File: config.mk
export PLATFORM = sky130hd
export DESIGN_NAME = ps2_key_decoder
export DESIGN_NICKNAME = d
export VERILOG_FILES = /design/src/rtl/ps2_pkg.sv /design/src/rtl/ps2_scan_lut.sv /design/src/rtl/ps2_key_decoder.sv
export SDC_FILE = /design/constraint.sdc
export NUM_CORES = 1
export LEC_CHECK = 0
export ABC_AREA = 1
export CAP_MARGIN = 10
export CORE_ASPECT_RATIO = 0.9
export CORE_UTILIZATION = 53
export CTS_CLUSTER_DIAMETER = 150
export DETAILED_ROUTE_END_ITERATION = 16
export HOLD_SLACK_MARGIN = 0.03
export PLACE_DENSITY = 0.8
export SLEW_MARGIN = 25
export SYNTH_ARGS = -nofsm -noshare
export SYNTH_HDL_FRONTEND = slang
export SYNTH_HIERARCHICAL = 1
export SYNTH_SLANG_ARGS = --single-unit
File: constraint.sdc
create_clock -name CLK -period 2.3 [get_ports CLK]
set_input_delay 0.345 -clock CLK [delete_from_list [all_inputs] [get_ports CLK]]
set_output_delay 0.345 -clock CLK [all_outputs]
set_load 0.02 [all_outputs]
File: src/rtl/ps2_pkg.sv
// Shared types and constants for the PS/2 set-2 key decoder.
package ps2_pkg;

   typedef enum logic [1:0] {
      ST_IDLE    = 2'd0,
      ST_BRK     = 2'd1,
      ST_EXT     = 2'd2,
      ST_EXT_BRK = 2'd3
   } ps2_state_t;

   localparam logic [7:0] SC_BREAK  = 8'hF0;
   localparam logic [7:0] SC_EXT    = 8'hE0;
   localparam logic [7:0] SC_LSHIFT = 8'h12;
   localparam logic [7:0] SC_RSHIFT = 8'h59;
   localparam logic [7:0] SC_CAPS   = 8'h58;

   localparam logic [7:0] ASCII_CR    = 8'h0D;
   localparam logic [7:0] ASCII_BS    = 8'h08;
   localparam logic [7:0] ASCII_TAB   = 8'h09;
   localparam logic [7:0] ASCII_SPACE = 8'h20;

endpackage

File: src/rtl/ps2_scan_lut.sv
// Combinational scan code (set 2) to ASCII lookup with Shift / Caps Lock applied.
module ps2_scan_lut
  import ps2_pkg::*;
(
  input  logic [7:0] code,
  input  logic       shift,
  input  logic       caps,
  output logic       printable,
  output logic [7:0] ascii
);

  logic [7:0] lo;
  logic [7:0] hi;
  logic       is_letter;

  always_comb begin
    printable = 1'b1;
    lo        = 8'h00;
    hi        = 8'h00;
    case (code)
      8'h1C: lo = "a";  8'h32: lo = "b";  8'h21: lo = "c";  8'h23: lo = "d";
      8'h24: lo = "e";  8'h2B: lo = "f";  8'h34: lo = "g";  8'h33: lo = "h";
      8'h43: lo = "i";  8'h3B: lo = "j";  8'h42: lo = "k";  8'h4B: lo = "l";
      8'h3A: lo = "m";  8'h31: lo = "n";  8'h44: lo = "o";  8'h4D: lo = "p";
      8'h15: lo = "q";  8'h2D: lo = "r";  8'h1B: lo = "s";  8'h2C: lo = "t";
      8'h3C: lo = "u";  8'h2A: lo = "v";  8'h1D: lo = "w";  8'h22: lo = "x";
      8'h35: lo = "y";  8'h1A: lo = "z";
      8'h45: begin lo = "0"; hi = ")"; end
      8'h16: begin lo = "1"; hi = "!"; end
      8'h1E: begin lo = "2"; hi = "@"; end
      8'h26: begin lo = "3"; hi = "#"; end
      8'h25: begin lo = "4"; hi = "$"; end
      8'h2E: begin lo = "5"; hi = "%"; end
      8'h36: begin lo = "6"; hi = "^"; end
      8'h3D: begin lo = "7"; hi = "&"; end
      8'h3E: begin lo = "8"; hi = "*"; end
      8'h46: begin lo = "9"; hi = "("; end
      8'h0E: begin lo = 8'h60; hi = 8'h7E; end
      8'h4E: begin lo = "-"; hi = "_"; end
      8'h55: begin lo = "="; hi = "+"; end
      8'h54: begin lo = "["; hi = "{"; end
      8'h5B: begin lo = "]"; hi = "}"; end
      8'h5D: begin lo = 8'h5C; hi = 8'h7C; end
      8'h4C: begin lo = ";"; hi = ":"; end
      8'h52: begin lo = 8'h27; hi = 8'h22; end
      8'h41: begin lo = ","; hi = "<"; end
      8'h49: begin lo = "."; hi = ">"; end
      8'h4A: begin lo = "/"; hi = "?"; end
      8'h29: begin lo = ASCII_SPACE; hi = ASCII_SPACE; end
      8'h5A: begin lo = ASCII_CR;    hi = ASCII_CR;    end
      8'h66: begin lo = ASCII_BS;    hi = ASCII_BS;    end
      8'h0D: begin lo = ASCII_TAB;   hi = ASCII_TAB;   end
      default: printable = 1'b0;
    endcase
  end

  // Letters carry only the lowercase glyph; uppercase is bit 5 cleared.
  assign is_letter = (lo >= "a") && (lo <= "z");

  always_comb begin
    ascii = 8'h00;
    if (printable) begin
      if (is_letter)
        ascii = (shift ^ caps) ? (lo & 8'hDF) : lo;
      else
        ascii = shift ? hi : lo;
    end
  end

endmodule

File: src/rtl/ps2_key_decoder.sv
// PS/2 set-2 key decoder: prefix FSM, Shift/Caps tracking, ASCII character FIFO.
// Define PS2_PARITY_CHECK_EN to discard frames with bad odd parity and pulse perr.
module ps2_key_decoder
   import ps2_pkg::*;
#(
   parameter int DEPTH = 4
) (
   input  logic       CLK,
   input  logic       reset,
   input  logic       en,
   input  logic [8:0] Q,
   input  logic       rdy,
   input  logic       char_rd,
   output logic [7:0] char,
   output logic       char_valid,
   output logic       full,
   output logic       overflow,
   output logic       perr,
   output logic       shift_on,
   output logic       caps_on,
   output logic [1:0] state_dbg
);

   // Consumer handshake: char is valid while char_valid is high; a pop happens on
   // any enabled edge with char_rd & char_valid; char_rd while empty is ignored.

   localparam int AW = (DEPTH > 1) ? $clog2(DEPTH) : 1;
   localparam logic [AW:0] FULL_CNT = (AW+1)'(DEPTH);

   ps2_state_t state, next_state;
   logic       rdy_q;
   logic       accept;
   logic       frame_bad;
   logic       frame_ok;
   logic       is_make;
   logic       is_break;
   logic       lshift, rshift;
   logic       printable;
   logic [7:0] lut_ascii;
   logic [7:0] code;

   logic [7:0]  mem [DEPTH];
   logic [AW-1:0] wr_ptr, rd_ptr;
   logic [AW:0]   count;
   logic          wr_req, do_wr, do_rd;

   assign code   = Q[7:0];
   assign accept = en & rdy & ~rdy_q;

`ifdef PS2_PARITY_CHECK_EN
   logic perr_q;
   // Valid frames have odd parity across all nine bits.
   assign frame_bad = ~(^Q);
   always_ff @(posedge CLK) begin
      if (reset) perr_q <= 1'b0;
      else       perr_q <= accept & frame_bad;
   end
   assign perr = perr_q;
`else
   logic unused_parity;
   assign unused_parity = Q[8];
   assign frame_bad     = 1'b0;
   assign perr          = 1'b0;
`endif

   assign frame_ok = accept & ~frame_bad;

   always_ff @(posedge CLK) begin
      if (reset)   rdy_q <= 1'b0;
      else if (en) rdy_q <= rdy;
   end

   always_ff @(posedge CLK) begin
      if (reset)         state <= ST_IDLE;
      else if (frame_ok) state <= next_state;
   end

   always_comb begin
      next_state = state;
      is_make    = 1'b0;
      is_break   = 1'b0;
      if (frame_ok) begin
         case (state)
            ST_IDLE: begin
               if (code == SC_BREAK)    next_state = ST_BRK;
               else if (code == SC_EXT) next_state = ST_EXT;
               else                     is_make    = 1'b1;
            end
            ST_BRK: begin
               is_break   = 1'b1;
               next_state = ST_IDLE;
            end
            ST_EXT: begin
               if (code == SC_BREAK) next_state = ST_EXT_BRK;
               else                  next_state = ST_IDLE;
            end
            ST_EXT_BRK: next_state = ST_IDLE;
            default:    next_state = ST_IDLE;
         endcase
      end
   end

   assign state_dbg = state;

   always_ff @(posedge CLK) begin
      if (reset) begin
         lshift  <= 1'b0;
         rshift  <= 1'b0;
         caps_on <= 1'b0;
      end else begin
         if (is_make && code == SC_LSHIFT)  lshift  <= 1'b1;
         if (is_make && code == SC_RSHIFT)  rshift  <= 1'b1;
         if (is_break && code == SC_LSHIFT) lshift  <= 1'b0;
         if (is_break && code == SC_RSHIFT) rshift  <= 1'b0;
         if (is_make && code == SC_CAPS)    caps_on <= ~caps_on;
      end
   end

   assign shift_on = lshift | rshift;

   // Lookup uses the modifiers as they stood before this frame.
   ps2_scan_lut u_lut (
      .code      (code),
      .shift     (shift_on),
      .caps      (caps_on),
      .printable (printable),
      .ascii     (lut_ascii)
   );

   assign char_valid = (count != '0);
   assign full       = (count == FULL_CNT);
   assign wr_req     = is_make & printable;
   assign do_rd      = en & char_rd & char_valid;
   assign do_wr      = wr_req & (~full | do_rd);

   always_ff @(posedge CLK) begin
      if (do_wr) mem[wr_ptr] <= lut_ascii;
   end

   always_ff @(posedge CLK) begin
      if (reset) begin
         wr_ptr   <= '0;
         rd_ptr   <= '0;
         count    <= '0;
         overflow <= 1'b0;
      end else begin
         if (do_wr) wr_ptr <= wr_ptr + 1'b1;
         if (do_rd) rd_ptr <= rd_ptr + 1'b1;
         case ({do_wr, do_rd})
            2'b10:   count <= count + 1'b1;
            2'b01:   count <= count - 1'b1;
            default: count <= count;
         endcase
         if (wr_req & full & ~do_rd) overflow <= 1'b1;
      end
   end

   assign char = char_valid ? mem[rd_ptr] : 8'h00;

endmodule

# [Word level (Yosys, flattened, before mapping)]
# Memory sizes are Yosys's and may differ from the RTL's. A register that Yosys moved wholly into a read port is not among the register bits.
# Cells that the tools add are included.
[word_totals] memories=1 ram_bits=32 register_bits=14 word_cells=131 output_inout_bits=16 input_bits=14
[memory_table] name="mem" depth=4 word_bits=8 read_ports=1 rd_ports_with_merged_regs=1 write_ports=1 line="ps2_key_decoder.sv:42" source="logic [7:0] mem [DEPTH];"
[op_classes] n_lt_le_gt_ge=2 addsub=4 n_reduce_logical=14 bitwise=15 n_eq_ne=63 mux=23
[ops] op="$pmux 7 s51" count=1
[ops] op="$eq 8x6->1 const B" count=23
[ops] op="$pmux 7 s25" count=1
[ops] op="$eq 8x7->1 const B" count=21
[ops] op="$eq 8x5->1 const B" count=8
[ops] op="$reduce_or 51->1" count=1
[ops] op="$eq 8x4->1 const B" count=2
[ops] op="$eq 8x8->1 const B" count=2
[ops] op="$mux 8" count=2
[ops] op="$mux 7" count=2
[ops] op="$mux 2" count=5
[ops] op="$mux 1" count=9
[ops] op="$and 1x1->1" count=8
[ops] op="$ge 7x7->1 const B" count=1
[ops] op="$le 7x7->1 const B" count=1
[ops] op="$eq 2x2->1 const B" count=3
[ops] op="$logic_and 1x1->1" count=6
[ops] op="$mux 6" count=1
[ops] op="$pmux 2 s3" count=1
[ops] op="$pmux 3 s2" count=1
[ops] op="$reduce_or 2->1" count=3
[ops] op="$add 2x1->2 const B" count=2
[ops] op="$eq 2x1->1 const B" count=2
[ops] op="$not 1->1" count=4
[ops] op="other kinds (10)" count=11

# [Depth between registers and ports, before layout]
# Gate-level depths: netlist (run 1).
[depth] word_depth=9 depth_mapped=20 depth_no_buf=19

# [Cells and area by module]
# The synthesis (run 1) kept the hierarchy.
[modules_own_cells] mod="ps2_key_decoder" instances=1 cells_each=226 seq_area_each_um2=1281.2 area_per_inst_um2=2187.1
[modules_own_cells] mod="ps2_scan_lut" instances=1 cells_each=292 seq_area_each_um2=0.0 area_per_inst_um2=1333.8

# [Least setup slack after synthesis (run 1)]
# Ideal clock, no wire load.
[synth_timing] kind="input to register" from="input Q[6]" to="memory mem[0][0] (enable)" t_arrival_ns=2.088 path_stages=15 setup_time_ns=0.371 path_slack_ns=-0.158 path_buffers=1 path_cell_list="inv_2 nand2_4 nor2_2 buf_4 nand2_1 nand2_1 inv_2 nand2_1 nor2_2 nand3_2 nand3b_1 nand4_4 nor2_4 inv_4 nor2_1"
[synth_via] word_cells_on_any_way=63 cone_classes="eq/ne: 53; mux: 7; bitwise: 2; reduce/logical: 1"
[synth_rtl] item="start, declared" line="ps2_key_decoder.sv:11" source="input logic [8:0] Q,"
[synth_rtl] item="$eq 8x5->1, or another cell as far along" line="ps2_scan_lut.sv:20" source="case (code)"
[synth_rtl] item="$reduce_or 51->1 (no source line) (*)"
[synth_rtl] item="$mux 1 (*)" line="ps2_scan_lut.sv:20"
[synth_rtl] item="named net printable" line="ps2_key_decoder.sv:38" source="logic printable;"
[synth_rtl] item="$and 1x1->1 (*)" line="ps2_key_decoder.sv:132" source="assign wr_req = is_make & printable;"
[synth_rtl] item="$and 1x1->1 (*)" line="ps2_key_decoder.sv:134" source="assign do_wr = wr_req & (~full | do_rd);"
[synth_rtl] item="$mux 1 (*)" line="ps2_key_decoder.sv:137" source="if (do_wr) mem[wr_ptr] <= lut_ascii;"
[synth_rtl] item="$mux 1 (not written as such) (*)" line="ps2_key_decoder.sv:137"
[synth_rtl] item="end, declared" line="ps2_key_decoder.sv:42"
# Mark *: on every way through the listed nets, which the timed path passes. The rest lies on a longest branch.

# [Worst setup path after layout (run 1)]
[layout_timing] from="input Q[4]" to="memory mem[1][5], data pin"
[layout_via] elab_chain_cells=6 word_cells_on_any_way=62 cone_classes="order compare: 2; eq/ne: 51; mux: 7; reduce/logical: 2"
[layout_rtl] item="$eq 8x4->1, or another cell as far along" line="ps2_scan_lut.sv:20"
[layout_rtl] item="$pmux 7 s51" line="ps2_scan_lut.sv:20"
[layout_rtl] item="$ge 7x7->1 or $le 7x7->1 (tied branches)" line="ps2_scan_lut.sv:58" source="assign is_letter = (lo >= \"a\") && (lo <= \"z\");"
[layout_rtl] item="$logic_and 1x1->1" line="ps2_scan_lut.sv:58"
[layout_rtl] item="$mux 7" line="ps2_scan_lut.sv:63" source="if (is_letter)"
[layout_rtl] item="$mux 8 (*)" line="ps2_scan_lut.sv:62" source="if (printable) begin"
[layout_rtl] item="named net lut_ascii[5]" line="ps2_key_decoder.sv:39" source="logic [7:0] lut_ascii;"
# Marked as above.

==> impl_metrics.py, run 1 <==
metrics = {
    "timing": {
        "timing.fmax_mhz": 430.3,
        "time_the_worst_path_needs_with_i_o_delays_and_setup_ns": 2.324,
        "hold-worst-slack_ns": 0.4975,
        "fin_skew_ns": 0.005824,
        "setup_repair_after_global_routing_missed_its_margin": "true",
        "final_critical_path_setup_slack_ns": -0.02408,
        "max-slew-margin-rel_pct": 62.03,
        "timing.final.crit_share_pct": 101.0,
        "finalSetupViolCount": 5,
        "report.final.slew_viol_count": 0,
        "timing.final.hold_violations": 0,
        "finalSetupTns_ns": -0.08513,
        "tightestPinTransition_ns": 0.5677,
    },
    "setup_path": {
        "critPathCaptureType": "flip-flop",
        "setup.worst_path.class": "in2reg",
        "crit_path_max_fanout": 5,
        "critical-path-slowest-cell": "sky130_fd_sc_hd__nor2_4",
        "timing.critical_path.from_type": "input pin",
        "crit_path_max_incr_delay_ns": 0.16,
        "cp_common_cell": "sky130_fd_sc_hd__nand2_2",
        "worst-endpoint-required_ns": 2.35,
        "cells_along_the_critical_path": "buf_2 > inv_2 > nand2_2 > nor2_4 > buf_6 > nand2_2 > nand2_2 > nor2_2 > buf_4 > buf_4 > buf_4 > buf_4 > nand2_2 > nor2_2 > nand2_2 > nor2_4 > nand2_1 > o21ai_1 > nand2_1 > nand2_2 > inv_2",
        "critical_path_data_arrival_time_ns": 2.38,
    },
    "finish": {
        "drive_above_1_share_pct": 39.43,
        "num_antenna_cells": 0,
        "post-route-cell-area_um2": 5321,
        "finalNetCount": 680,
        "multi_input_area_um2": 2313,
        "area_growth_pct": 51.14,
        "seqCellArea_um2": 1285,
        "layout.filler_cells": 337,
    },
    "synthesis": {
        "syn-cell-area_um2": 3521,
        "post_synthesis_mean_instance_area_um2": 6.797,
        "synth_cell_types": 41,
        "synth_top_area_cell": "sky130_fd_sc_hd__edfxtp_1",
        "synth.area.top_cells": "sky130_fd_sc_hd__edfxtp_1 27%, sky130_fd_sc_hd__nand2_1 15%, sky130_fd_sc_hd__nor2_1 12%, sky130_fd_sc_hd__dfxtp_1 9.1%, sky130_fd_sc_hd__o21ai_0 4.3%",
        "synth_largest_type_area_fraction_pct": 27.29,
        "ys_ff_latch": 48,
        "postSynthCellCount": 518,
        "synthesis.yosys.warnings": 6,
        "ys_dominant_reg_cell": "sky130_fd_sc_hd__edfxtp_1",
        "sequential_element_share_of_the_synthesized_area_pct": 36.39,
        "ys_async_sr_fraction_pct": 0,
        "synth-edff-count": 32,
        "synthTopCellsByCount": "144 x sky130_fd_sc_hd__nand2_1, 108 x sky130_fd_sc_hd__nor2_1, 39 x sky130_fd_sc_hd__inv_1",
        "mappedNetlistNets": 537,
        "synthMostInstantiatedCell": "sky130_fd_sc_hd__nand2_1",
    },
    "routing": {
        "postRouteAntennaNets": 0,
        "dr_drc_count": 0,
        "detail_route.wirelength_um": 12880,
        "drt_first_pass_iters": 6,
        "routed_via_density": 5.805,
        "drt-initial-drc-count": 554,
        "vias": 4348,
        "avgRoutedWirePerCell_um": 17.19,
    },
    "power": {
        "vdd.ir_drop.worst_uv": 404.3,
        "p_total_mw": 2.167,
        "leakage_nw": 2.640,
        "power_density_nw_per_um2": 407.2,
    },
    "clocking": {
        "tritoncts": "built",
        "cts_max_level": 2,
        "number_of_buffers_inserted_during_clock_tree_synthesis": 5,
        "cts.root.buffer_cell": "sky130_fd_sc_hd__clkbuf_8",
        "clkLatencyLatePin_ns": 0.30,
        "postCtsHoldBufs": 0,
        "cts_num_sinks": 48,
        "cts_buffer_depth": 2,
        "clkSlewWorstSetupHoldPaths_ns": 0.09,
    },
    "placement": {
        "number_of_buffers_inserted_by_port_buffering": 27,
        "gpl.final_weighted_congestion": 0.9670,
        "dp_hpwl_um": 7868,
        "post_dp_cell_area_um2": 4627,
    },
    "grt": {
        "grt_antenna_before_repair": 0,
        "grt_remaining_overflow": 0,
        "grt_pass1_wl_um": 17870,
        "largest_net_degree_at_the_start_of_global_routing": 17,
        "first_global_vias": 3918,
        "groute.usage.overall_pct": 33.32,
    },
    "die": {
        "core_area_um2": 6250,
        "placement_rows": 27,
        "top_level_ports": 30,
        "die_width_um": 87.92,
        "design.die.area_um2": 6974,
        "die_h_um": 79.33,
        "start_util_pct": 56.34,
    },
    "hold_path": {
        "worst_hold_path_type": "reg2reg",
    },
    "outcome": {
        "violated_checks": "negative setup slack",
        "run_status": "finished with violations",
    },
    "flow_run": {
        "cap_viol_max_count": 0,
    },
}
[cell families (layout without fill, tap and decap cells)]
| logic type | after synthesis | after routing | share of synthesized area, % |
|---|---|---|---|
| compound gates | 64 | 64 | 9.702 |
| flops | 48 | 48 | 36.39 |
| buf+inv | 62 | 206 | 7.427 |
| simple gates | 336 | 336 | 44.03 |
| xor+xnor | 1 | 1 | 0.2488 |
| other cells | 2 | 2 | 0.2133 |
| fa+ha+maj | 5 | 5 | 1.990 |
[final timing paths]
path | start | end | slack [ns] | depth (start not counted)
worst min-delay path | lshift | lshift | 0.50 | 2
worst min register to register | lshift | lshift | 0.50 | 2
worst max register to register | count[1] | count[2] | 0.33 | 10
worst max-delay path | Q[4] | mem[1][5] | -0.02 | 21
[sequential cells by signal, summed over array words and instances (netlist names), named ones only]
| register | flops |
|---|---|
| lshift | 1 |
| rdy_q | 1 |
| count | 3 |
| state_dbg | 2 |
| rd_ptr | 2 |
| overflow | 1 |
| caps_on | 1 |
| mem | 32 |
| rshift | 1 |
| wr_ptr | 2 |
[area by class of cell]
type                       count  share of cell area (%)
clock inverter                 2                  0.6584
timing repair buffer         147                   24.43
multi-input combinational    408                   43.48
clock buffer                   6                   1.364
tap                           87                   2.046
sequential                    48                   24.15
inverter                      51                   3.880
[critical path: cells and delay by family]
kind            cells  cell delay (ns)
simple gates       12             1.09
compound gates      1             0.12
buf+inv             8             0.82
[power by group]
group / switching [mW] / internal, mW / total [mW]
Clock: 0.282 / 0.323 / 0.605
Combinational: 0.359 / 0.241 / 0.600
Sequential: 0.0211 / 0.941 / 0.962
Total: 0.663 / 1.50 / 2.17
[layer usage]
metal,vias to the layer above,GRT usage [%],wire length (um)
met3,76,4.574,1240
li1,1959,-,-
met4,0,7.705,535
met2,303,56.51,6225
met1,2010,44.83,4877
met5,-,0,0
[cell usage in the layout (no fill, tap or decap), types with 6 or more instances in the layout]
cell type / netlist / final
sky130_fd_sc_hd__nand2_2: 10 / 35
sky130_fd_sc_hd__nand3_2: 2 / 9
sky130_fd_sc_hd__inv_4: 1 / 6
sky130_fd_sc_hd__nand2_1: 144 / 111
sky130_fd_sc_hd__inv_2: 10 / 11
sky130_fd_sc_hd__edfxtp_1: 32 / 32
sky130_fd_sc_hd__buf_12: 0 / 8
sky130_fd_sc_hd__a21oi_1: 21 / 19
sky130_fd_sc_hd__inv_1: 39 / 33
sky130_fd_sc_hd__buf_4: 4 / 109
sky130_fd_sc_hd__o21ai_1: 6 / 6
sky130_fd_sc_hd__nor2_4: 8 / 27
sky130_fd_sc_hd__dfxtp_1: 16 / 15
sky130_fd_sc_hd__nand2_4: 3 / 11
sky130_fd_sc_hd__clkdlybuf4s50_1: 0 / 16
sky130_fd_sc_hd__buf_6: 1 / 7
sky130_fd_sc_hd__nand4_1: 8 / 8
sky130_fd_sc_hd__o21ai_0: 30 / 29
sky130_fd_sc_hd__nor2_2: 14 / 11
sky130_fd_sc_hd__nor2_1: 108 / 92
sky130_fd_sc_hd__nand3_1: 26 / 19
[metrics by stage]
stage               worst slack [ns]  cells  util, %
floorplan                  0.0005718    518        -
global placement             -0.7004    713    74.03
detailed placement           -0.7622    713    74.03
CTS                          0.01210    743    80.62
global route                -0.09308    749    85.15
finish                      -0.02408    749    85.15
[what timing repair did]
item,4_1_cts,5_1_grt
buffers inserted,21,5
gates resized for setup,73,75
gates cloned,1,1
pin swaps,19,35
endpoints found under the setup margin,74,67
No activity file was read; power rests on OpenSTA's default activity.
==> run 2: changes to the inputs <==
--- a/config.mk
+++ b/config.mk
@@ -8,11 +8,11 @@
 export ABC_AREA = 1
 export CAP_MARGIN = 10
 export CORE_ASPECT_RATIO = 0.9
-export CORE_UTILIZATION = 53
+export CORE_UTILIZATION = 55
 export CTS_CLUSTER_DIAMETER = 150
 export DETAILED_ROUTE_END_ITERATION = 16
 export HOLD_SLACK_MARGIN = 0.03
-export PLACE_DENSITY = 0.8
+export PLACE_DENSITY = 0.79
 export SLEW_MARGIN = 25
 export SYNTH_ARGS = -nofsm -noshare
 export SYNTH_HDL_FRONTEND = slang
==> constraint.sdc (replaced) <==
create_clock -name CLK -period 2.2 [get_ports CLK]
set_input_delay 0.33 -clock CLK [delete_from_list [all_inputs] [get_ports CLK]]
set_output_delay 0.33 -clock CLK [all_outputs]
set_load 0.02 [all_outputs]
==> impl_metrics.py, run 2 (same netlist as run 1, synthesis figures left out) <==
metrics = {
    "timing": {
        "timing.fmax_mhz": 412.6,
        "fin_skew_ns": 0.01854,
        "final_critical_path_setup_slack_ns": -0.2235,
        "report.final.slew_viol_count": 0,
        "timing.final.crit_share_pct": 110.2,
        "finalSetupViolCount": 61,
        "finalSetupTns_ns": -7.990,
        "setup_repair_after_global_routing_missed_its_margin": "true",
        "timing.final.hold_violations": 0,
        "time_the_worst_path_needs_with_i_o_delays_and_setup_ns": 2.424,
    },
    "hold_path": {
        "worst_hold_path_type": "reg2reg",
        "worst_hold_startpoint": "rdy_q",
        "hold_path_end": "rdy_q",
        "holdPathStages": 2,
    },
    "outcome": {
        "run_status": "finished with violations",
        "violated_checks": "negative setup slack",
    },
    "finish": {
        "largest_register": "mem",
        "area_growth_pct": 51.24,
        "num_antenna_cells": 0,
        "finish.utilization_pct": 86.61,
        "finalNetCount": 682,
        "registers_with_the_highest_flip_flop_counts": "mem x32, count x3",
        "drive_above_1_share_pct": 39.91,
        "layout.filler_cells": 333,
        "final_cell_mix": "111 x sky130_fd_sc_hd__buf_4, 109 x sky130_fd_sc_hd__nand2_1, 89 x sky130_fd_sc_hd__nor2_1",
        "leading_cell_type_in_the_layout_fill_and_taps_excluded": "sky130_fd_sc_hd__buf_4",
        "largest_register_ffs": 32,
        "final_cell_count_no_fill": 751,
    },
    "clocking": {
        "cts_num_sinks": 48,
        "clkLatencyLatePin_ns": 0.31,
        "cts.root.buffer_cell": "sky130_fd_sc_hd__clkbuf_8",
        "cts_buffer_depth": 2,
        "number_of_buffers_inserted_during_clock_tree_synthesis": 5,
        "clkSlewWorstSetupHoldPaths_ns": 0.09,
        "cts_max_level": 2,
        "postCtsHoldBufs": 0,
        "tritoncts": "built",
    },
    "setup_path": {
        "timing.rr.start": "state_dbg[1]",
        "buffers_and_inverters_on_the_worst_path": 6,
        "cells_along_the_critical_path": "buf_6 > buf_6 > inv_16 > nand2_8 > buf_6 > nor2_4 > nand2_1 > nand2_2 > nor2_4 > nand2_2 > nor4_4 > nand3b_1 > nand4_4 > buf_6 > nor2_4 > inv_4 > nor2_4",
        "worst-endpoint-required_ns": 2.18,
        "critical_path_data_arrival_time_ns": 2.40,
        "timing.critical_path.max_delay_family": "simple AND/OR/NAND/NOR gates",
        "r2r_cells": 6,
        "crit_path_max_incr_delay_ns": 0.25,
        "timing.critical_path.from_type": "input pin",
        "setup.worst_path.class": "in2reg",
        "critPathCaptureType": "flip-flop",
        "r2r_path_end": "mem[3][0]",
        "rrSetupSlack_ns": 0.37,
        "crit_path_max_fanout": 8,
        "critical-path-slowest-cell": "sky130_fd_sc_hd__nor2_4",
    },
    "power": {
        "p_sw_share_pct": 32.82,
        "cell_internal_pwr_mw": 1.499,
        "vdd.ir_drop.worst_uv": 488.8,
        "p_total_mw": 2.231,
        "combinationalPowerShare_pct": 29.8,
        "power_density_nw_per_um2": 418.9,
        "net-switching-power_mw": 0.7322,
        "leakage_nw": 2.640,
        "share_seq_of_total_power_pct": 45.1,
        "clock_power_share_pct": 25.1,
    },
    "placement": {
        "place_inst": 712,
        "dp_hpwl_um": 7987,
        "gpl.final_weighted_congestion": 0.9602,
        "number_of_buffers_inserted_by_port_buffering": 27,
    },
    "grt": {
        "grt_antenna_before_repair": 0,
        "largest_net_degree_at_the_start_of_global_routing": 17,
        "grt_remaining_overflow": 0,
        "first_global_vias": 4004,
        "groute.usage.overall_pct": 36.47,
        "grt_pass1_wl_um": 18990,
    },
    "routing": {
        "detail_route.wirelength_um": 14140,
        "routed_via_density": 6.027,
        "postRouteAntennaNets": 0,
        "drt_first_pass_iters": 5,
        "drt-initial-drc-count": 534,
        "dr_drc_count": 0,
        "vias": 4526,
        "avgRoutedWirePerCell_um": 18.83,
    },
    "die": {
        "top_level_ports": 30,
        "core_area_um2": 6148,
        "design.die.area_um2": 6726,
        "start_util_pct": 57.26,
        "placement_rows": 27,
        "die_width_um": 86.34,
        "die_h_um": 77.91,
    },
    "flow_run": {
        "cap_viol_max_count": 0,
    },
}
==> run 2: cell types whose count changed in the layout (fill, tap and decap cells not counted), moves of 3 or more <==
cell	delta
sky130_fd_sc_hd__nor2_4	+3
sky130_fd_sc_hd__buf_12	-5
sky130_fd_sc_hd__clkdlybuf4s50_1	-5
sky130_fd_sc_hd__inv_2	-4
sky130_fd_sc_hd__nand3_2	-5
sky130_fd_sc_hd__nand3_1	+4
sky130_fd_sc_hd__dlygate4sd2_1	+5
sky130_fd_sc_hd__nor2_1	-3
sky130_fd_sc_hd__nor2_2	+4
==> run 2: per-stage QoR <==
| stage | instance area [um2] | hold slack (ns) | setup WS (ns) |
|---|---|---|---|
| CTS | 5122 | 0.4889 | -0.1003 |
| global route | 5325 | 0.5139 | -0.2715 |
| floorplan | 3659 | 0.3991 | -0.04519 |
| global placement | 4656 | 0.4520 | -0.9176 |
| finish | 5325 | 0.5050 | -0.2235 |
| detailed placement | 4656 | 0.4688 | -0.9887 |
==> run 2: worst max-delay path by stage <==
stage          startpoint  slack (ns)   endpoint  depth (start not counted)
5_1_grt              Q[7]       -0.27  mem[3][0]                         17
4_1_cts              Q[7]       -0.10   count[1]                         18
3_3_place_gp         Q[2]       -0.92   count[2]                         16
6_report             Q[7]       -0.22  mem[3][0]                         17
2_1_floorplan        Q[7]       -0.05   count[2]                         19
3_5_place_dp         Q[2]       -0.99   count[2]                         16
==> run 2: final cells by class <==
cell class | count | area, um2 | area share, %
sequential | 48 | 1282 | 24.08
tap | 87 | 108.9 | 2.044
clock inverter | 1 | 8.758 | 0.1645
multi-input combinational | 412 | 2400 | 45.07
clock buffer | 7 | 86.33 | 1.621
timing repair buffer | 145 | 1204 | 22.60
inverter | 51 | 235.2 | 4.417
==> run 2: repair_timing <==
action | CTS | global route
pin swaps | 31 | 26
gates cloned | 4 | 0
resized for setup | 99 | 48
setup endpoints to repair | 74 | 68
setup buffers | 22 | 7
==> run 2: routing by layer <==
metal / vias to the layer above / share of wire, % / global-route usage (%)
met4: 0 / 5.7 / 10.17
met3: 101 / 12 / 10.53
met2: 393 / 46 / 60.40
met1: 2063 / 37 / 46.22
met5: - / 0 / 0
li1: 1969 / - / -
==> run 2: power groups by stage <==
stage / Clock (mW) / Sequential [mW] / Combinational [mW]
4_1_cts: 0.550 / 1.00 / 0.591
5_1_grt: 0.593 / 1.01 / 0.700
6_report: 0.559 / 1.01 / 0.665
3_5_place_dp: 0 / 1.02 / 0.542
2_1_floorplan: 0 / 1.02 / 0.323
3_3_place_gp: 0 / 1.02 / 0.525
==> run 2: worst reg2reg max path, stage by stage, from the launching register on <==
cell and delay, ns:
sky130_fd_sc_hd__dfxtp_1 0.38, sky130_fd_sc_hd__nor2_1 0.30, sky130_fd_sc_hd__nand4_4 0.17, sky130_fd_sc_hd__buf_6 0.16
sky130_fd_sc_hd__nor2_4 0.14, sky130_fd_sc_hd__inv_4 0.09, sky130_fd_sc_hd__nor2_4 0.25
==> run 3: changes to the inputs <==
==> constraint.sdc (replaced) <==
create_clock -name CLK -period 2.96 [get_ports CLK]
set_input_delay 0.444 -clock CLK [delete_from_list [all_inputs] [get_ports CLK]]
set_output_delay 0.444 -clock CLK [all_outputs]
set_load 0.02 [all_outputs]
==> impl_metrics.py, run 3 (same netlist as run 1, synthesis figures left out) <==
metrics = {
    "finish": {
        "leading_cell_type_in_the_layout_fill_and_taps_excluded": "sky130_fd_sc_hd__nand2_1",
        "drive_above_1_share_pct": 24.92,
        "largest_register_ffs": 32,
        "finalNetCount": 644,
        "largest_register": "mem",
        "area_growth_pct": 32.34,
        "final_cell_mix": "142 x sky130_fd_sc_hd__nand2_1, 102 x sky130_fd_sc_hd__nor2_1, 82 x sky130_fd_sc_hd__buf_4",
        "registers_with_the_highest_flip_flop_counts": "mem x32, count x3",
        "num_antenna_cells": 0,
    },
    "timing": {
        "fin_skew_ns": 0.003923,
        "finalSetupTns_ns": 0,
        "hold-worst-slack_ns": 0.4676,
        "tightestPinTransition_ns": 0.6064,
        "timing.final.crit_share_pct": 89.51,
        "max-slew-margin-rel_pct": 59.52,
        "setup_repair_after_global_routing_missed_its_margin": "false",
        "report.final.slew_viol_count": 0,
        "finalSetupViolCount": 0,
        "timing.fmax_mhz": 377.5,
        "time_the_worst_path_needs_with_i_o_delays_and_setup_ns": 2.649,
        "timing.final.hold_violations": 0,
    },
    "power": {
        "leakage_nw": 2.362,
        "power_density_nw_per_um2": 320.7,
        "vdd.ir_drop.worst_uv": 322.4,
    },
    "routing": {
        "dr_drc_count": 0,
        "routed_via_density": 5.240,
        "vias": 3736,
        "detail_route.wirelength_um": 9353,
        "postRouteAntennaNets": 0,
        "avgRoutedWirePerCell_um": 13.12,
        "drt-initial-drc-count": 268,
        "drt_first_pass_iters": 5,
    },
    "setup_path": {
        "r2r_cells": 10,
        "crit_path_max_fanout": 17,
        "timing.critical_path.from_type": "flip-flop",
        "critical_path_data_arrival_time_ns": 2.21,
        "critPathCaptureType": "primary output",
        "rrSetupSlack_ns": 0.95,
        "logic_depth_of_the_worst_setup_path_including_buffers": 4,
        "setup.worst_path.class": "reg2out",
        "worst-endpoint-required_ns": 2.52,
        "cells_along_the_critical_path": "inv_2 > o21ai_0 > a21oi_1 > clkdlybuf4s50_1",
        "critical-path-slowest-cell": "sky130_fd_sc_hd__dfxtp_1",
        "crit_path_max_incr_delay_ns": 0.71,
        "buffers_and_inverters_on_the_worst_path": 2,
        "timing.critical_path.max_delay_family": "buffers and inverters",
    },
    "grt": {
        "largest_net_degree_at_the_start_of_global_routing": 18,
        "grt_remaining_overflow": 0,
        "grt_antenna_before_repair": 0,
        "groute.usage.overall_pct": 29.20,
        "first_global_vias": 3516,
        "grt_pass1_wl_um": 15340,
    },
    "placement": {
        "dp_hpwl_um": 7295,
        "number_of_buffers_inserted_by_port_buffering": 27,
        "gpl.final_weighted_congestion": 0.9727,
    },
    "die": {
        "die_width_um": 86.34,
        "core_area_um2": 6148,
        "top_level_ports": 30,
        "start_util_pct": 57.26,
        "design.die.area_um2": 6726,
        "placement_rows": 27,
        "die_h_um": 77.91,
    },
    "clocking": {
        "number_of_buffers_inserted_during_clock_tree_synthesis": 5,
        "tritoncts": "built",
        "clkSlewWorstSetupHoldPaths_ns": 0.08,
        "cts_num_sinks": 48,
        "postCtsHoldBufs": 0,
        "cts_max_level": 2,
        "cts.root.buffer_cell": "sky130_fd_sc_hd__clkbuf_8",
        "post-cts-setup-buffers": 0,
        "cts_buffer_depth": 2,
        "clkLatencyLatePin_ns": 0.29,
    },
    "hold_path": {
        "worst_hold_path_type": "reg2reg",
        "holdPathStages": 2,
    },
    "flow_run": {
        "cap_viol_max_count": 0,
    },
    "outcome": {
        "run_status": "complete, no violations",
    },
}
==> run 3: what timing repair did <==
item                                    4_1_cts  5_1_grt
endpoints found under the setup margin        1       35
gates cloned                                  0        1
pin swaps                                     0        6
resized for setup                             1       25
==> run 3: final cells by class <==
cell class              instances  area, um2
repair buffers                111      950.9
fillers                       473       1489
well taps                      87      108.9
multi-input cells             408       2043
flip-flops and latches         48       1281
clock inverters                 1      5.005
clock buffers                   7      76.32
inverters                      51      193.9
==> run 3: worst paths after layout <==
path	end	start
worst max-delay path	char[2]	flip-flop
worst max register to register	count[2]	count[1]
worst min register to register	lshift	lshift
worst min-delay path	lshift	lshift
==> run 3: worst min-delay path, cell delays in order (launching register included) <==
cell	delay [ns]
sky130_fd_sc_hd__dfxtp_1	0.33
sky130_fd_sc_hd__a31oi_1	0.04
sky130_fd_sc_hd__nor2_1	0.07
==> run 3: metrics by stage <==
stage / power, mW / area (um2) / worst slack, ns / util [%] / std cells
after CTS: 1.488 / 4554 / 0.004342 / 74.07 / 712
after global routing: 1.566 / 4659 / 0.1162 / 75.78 / 713
after detailed placement: 1.132 / 4468 / -0.3330 / 72.67 / 704
after floorplan: 0.9795 / 3521 / 0.4028 / - / 518
final: 1.494 / 4659 / 0.3107 / 75.78 / 713
after global placement: 1.119 / 4468 / -0.2927 / 72.67 / 704
==> run 3: routing by layer <==
metal  up-vias  share of wire, %  GRT usage, %
li1       1882                 -             -
met1      1704                44         39.46
met2       137                48         50.48
met3        13               7.5         4.362
met4         0              0.94         4.167
met5         -                 0             0
==> run 3: where the power goes <==
| group | leakage (nW) | switching (mW) | internal, mW | total [mW] |
|---|---|---|---|---|
| clock network | 0.0422 | 0.198 | 0.166 | 0.364 |
| logic | 1.90 | 0.228 | 0.155 | 0.383 |
| registers | 0.421 | 0.0167 | 0.731 | 0.748 |
==> edit, RTL diff (config.mk and constraints of run 1) <==
`DEPTH`: 4 -> 8.
--- a/src/rtl/ps2_key_decoder.sv
+++ b/src/rtl/ps2_key_decoder.sv
@@ -4,5 +4,5 @@
    import ps2_pkg::*;
 #(
-   parameter int DEPTH = 4
+   parameter int DEPTH = 8
 ) (
    input  logic       CLK,
Function: changed (Yosys sat finds a counterexample within 10 cycles, from zero or initial values and one cycle with reset high).
==> edit against run 1 <==
- the flow still finishes with violations (negative setup slack)
- die area is 40% higher
- area after synthesis rose by 41%
- sequential share of layout area grew 7.9 points
- sequential cell count rose by 36
- power rose by 70%
- synthesized cell count rose by 21%
- worst setup slack worse by 69 ps
- global-route usage is 2.0 points lower
- final area up 36%
- via count grew 19%
- worst hold slack worse by 15 ps
- wire length increased by 19%
- critical path type unchanged
- largest power group unchanged
==> edit: results (changes against run 1) <==
logic_synthesis:
  ys_types: 43  # +4.9%
  synth_compound_area_frac: 0.111  # +0.0137
  synth_area_leaders: "edfxtp_1, nand2_1, nor2_1"
  syn-num-nets: 646  # +20%
  ys_seq_area_frac: 0.469  # +0.105
  synth-adder-area-share: 0.00758  # -0.0123
  avgSynthCellArea_um2: 7.87  # +16%
  netlist_top_cells_count: "nand2_1, nor2_1, edfxtp_1"
  synth_xor_area_frac: 0.00177  # -0.000718
final_layout:
  post_route_cells_drive_above_1_share: 0.402  # +0.00801
  reg_top3: "mem (64), count (4)"
power_and_ir_drop:
  leakagePower_nw: 3.24  # +23%
clock_network:
  clkLatencyLatePin_ps: 360  # +60 ps
  numCtsBuffers: 9  # +4
  cts_htree_levels: 3  # +1
worst_setup_path:
  max_stage_delay_ps: 250  # +90 ps
detailed_routing:
  wirelength_um: 15400  # +19%
  drtIter0Drc: 474  # -14%
  drt_pre_antenna_iters: 5  # -1
  vias_per_cell: 5.64  # -2.8%
grt:
  grt_pass1_vias: 4955  # +26%
  grtUsageTotal: 0.313  # -0.0201
  grt_max_degree: 33  # +16
  grt_pass1_wl_um: 23800  # +33%
  antenna_found_initial: 0  # unchanged
place:
  dp_hpwl_um: 9900  # +26%
  dp_cells: 860  # +21%
  dp_slack_ps: -999  # -237 ps
  place_congestion: 0.993  # +2.7%
sta:
  fin_skew_ps: 18.1  # +12.3 ps
  fin_ws_ps: -93.2  # -69.1 ps
  timing.slew.headroom: 0.664  # +0.0434
  setup_viol: 64  # +59
outcome:
  violations: "negative setup slack"
  status: "complete, but fails checks"
edit: cell count changes after synthesis, moves of 8 or more:
cell and change:
a21oi_1 -8, nor2_1 +13, o21ai_0 +25, nand2_1 +9, o22ai_1 +8, edfxtp_1 +32, a31oi_1 +8
edit: metrics by stage:
step / hold slack (ps) / instance area [µm²] / power, mW / setup TNS (ps)
after floorplan: 414 / 5150 / 2.25 / -5050
after global placement: 450 / 6350 / 2.56 / -94550
after detailed placement: 463 / 6350 / 2.59 / -98860
after CTS: 477 / 7010 / 3.66 / -1310
after global routing: 501 / 7250 / 3.84 / -11850
final: 482 / 7250 / 3.69 / -3190
edit: cell families after synthesis:
kind of cell / count (synthesis)
adder cells (fa/ha/maj): 3
XOR/XNOR: 1
flip-flops: 84
buffers and inverters: 69
AO/OA/AOI/OAI: 99
AND/OR/NAND/NOR: 371
other: 2
edit: power breakdown:
group | internal (mW) | total (mW) | switching [mW]
clock | 0.431 | 1.05 | 0.621
combinational | 0.356 | 0.940 | 0.584
sequential | 1.67 | 1.70 | 0.0322
total | 2.45 | 3.69 | 1.24
edit: layer usage:
| layer | vias up | share of wire | track usage |
|---|---|---|---|
| li1 | 2424 | - | - |
| met1 | 2372 | 0.38 | 0.370 |
| met2 | 295 | 0.51 | 0.564 |
| met3 | 72 | 0.070 | 0.0472 |
| met4 | 0 | 0.046 | 0.148 |
| met5 | - | 0 | 0 |
edit: final cells by class:
| type | instances | area [µm²] |
|---|---|---|
| Timing Repair Buffer | 161 | 1420 |
| Tap cell | 122 | 153 |
| Inverter | 52 | 255 |
| Clock inverter | 7 | 80.1 |
| Sequential cell | 84 | 2330 |
| Fill cell | 550 | 1830 |
| Clock buffer | 9 | 124 |
| Multi-Input combinational cell | 480 | 2900 |
edit: worst register-to-register path, delay by kind of cell, from the launching register on:
family	cells	cell delay [ps]
buf+inv	4	430
simple gates	4	500
flops	1	410
compound gates	1	210
edit: worst paths after layout:
check / slack, ps / to / startpoint / cells after the start
setup / recovery: -90 / mem[5][0] / Q[7] / 15
hold / removal: 480 / rd_ptr[2] / rd_ptr[2] / 2
setup reg to reg: 480 / mem[5][0] / count[2] / 9
hold reg to reg: 480 / rd_ptr[2] / rd_ptr[2] / 2
edit: repair_timing:
action | in CTS | in global routing
gates cloned | 4 | 0
gates resized for setup | 117 | 89
pin swaps | 33 | 52
setup endpoints to repair | 136 | 134
buffers inserted | 25 | 14
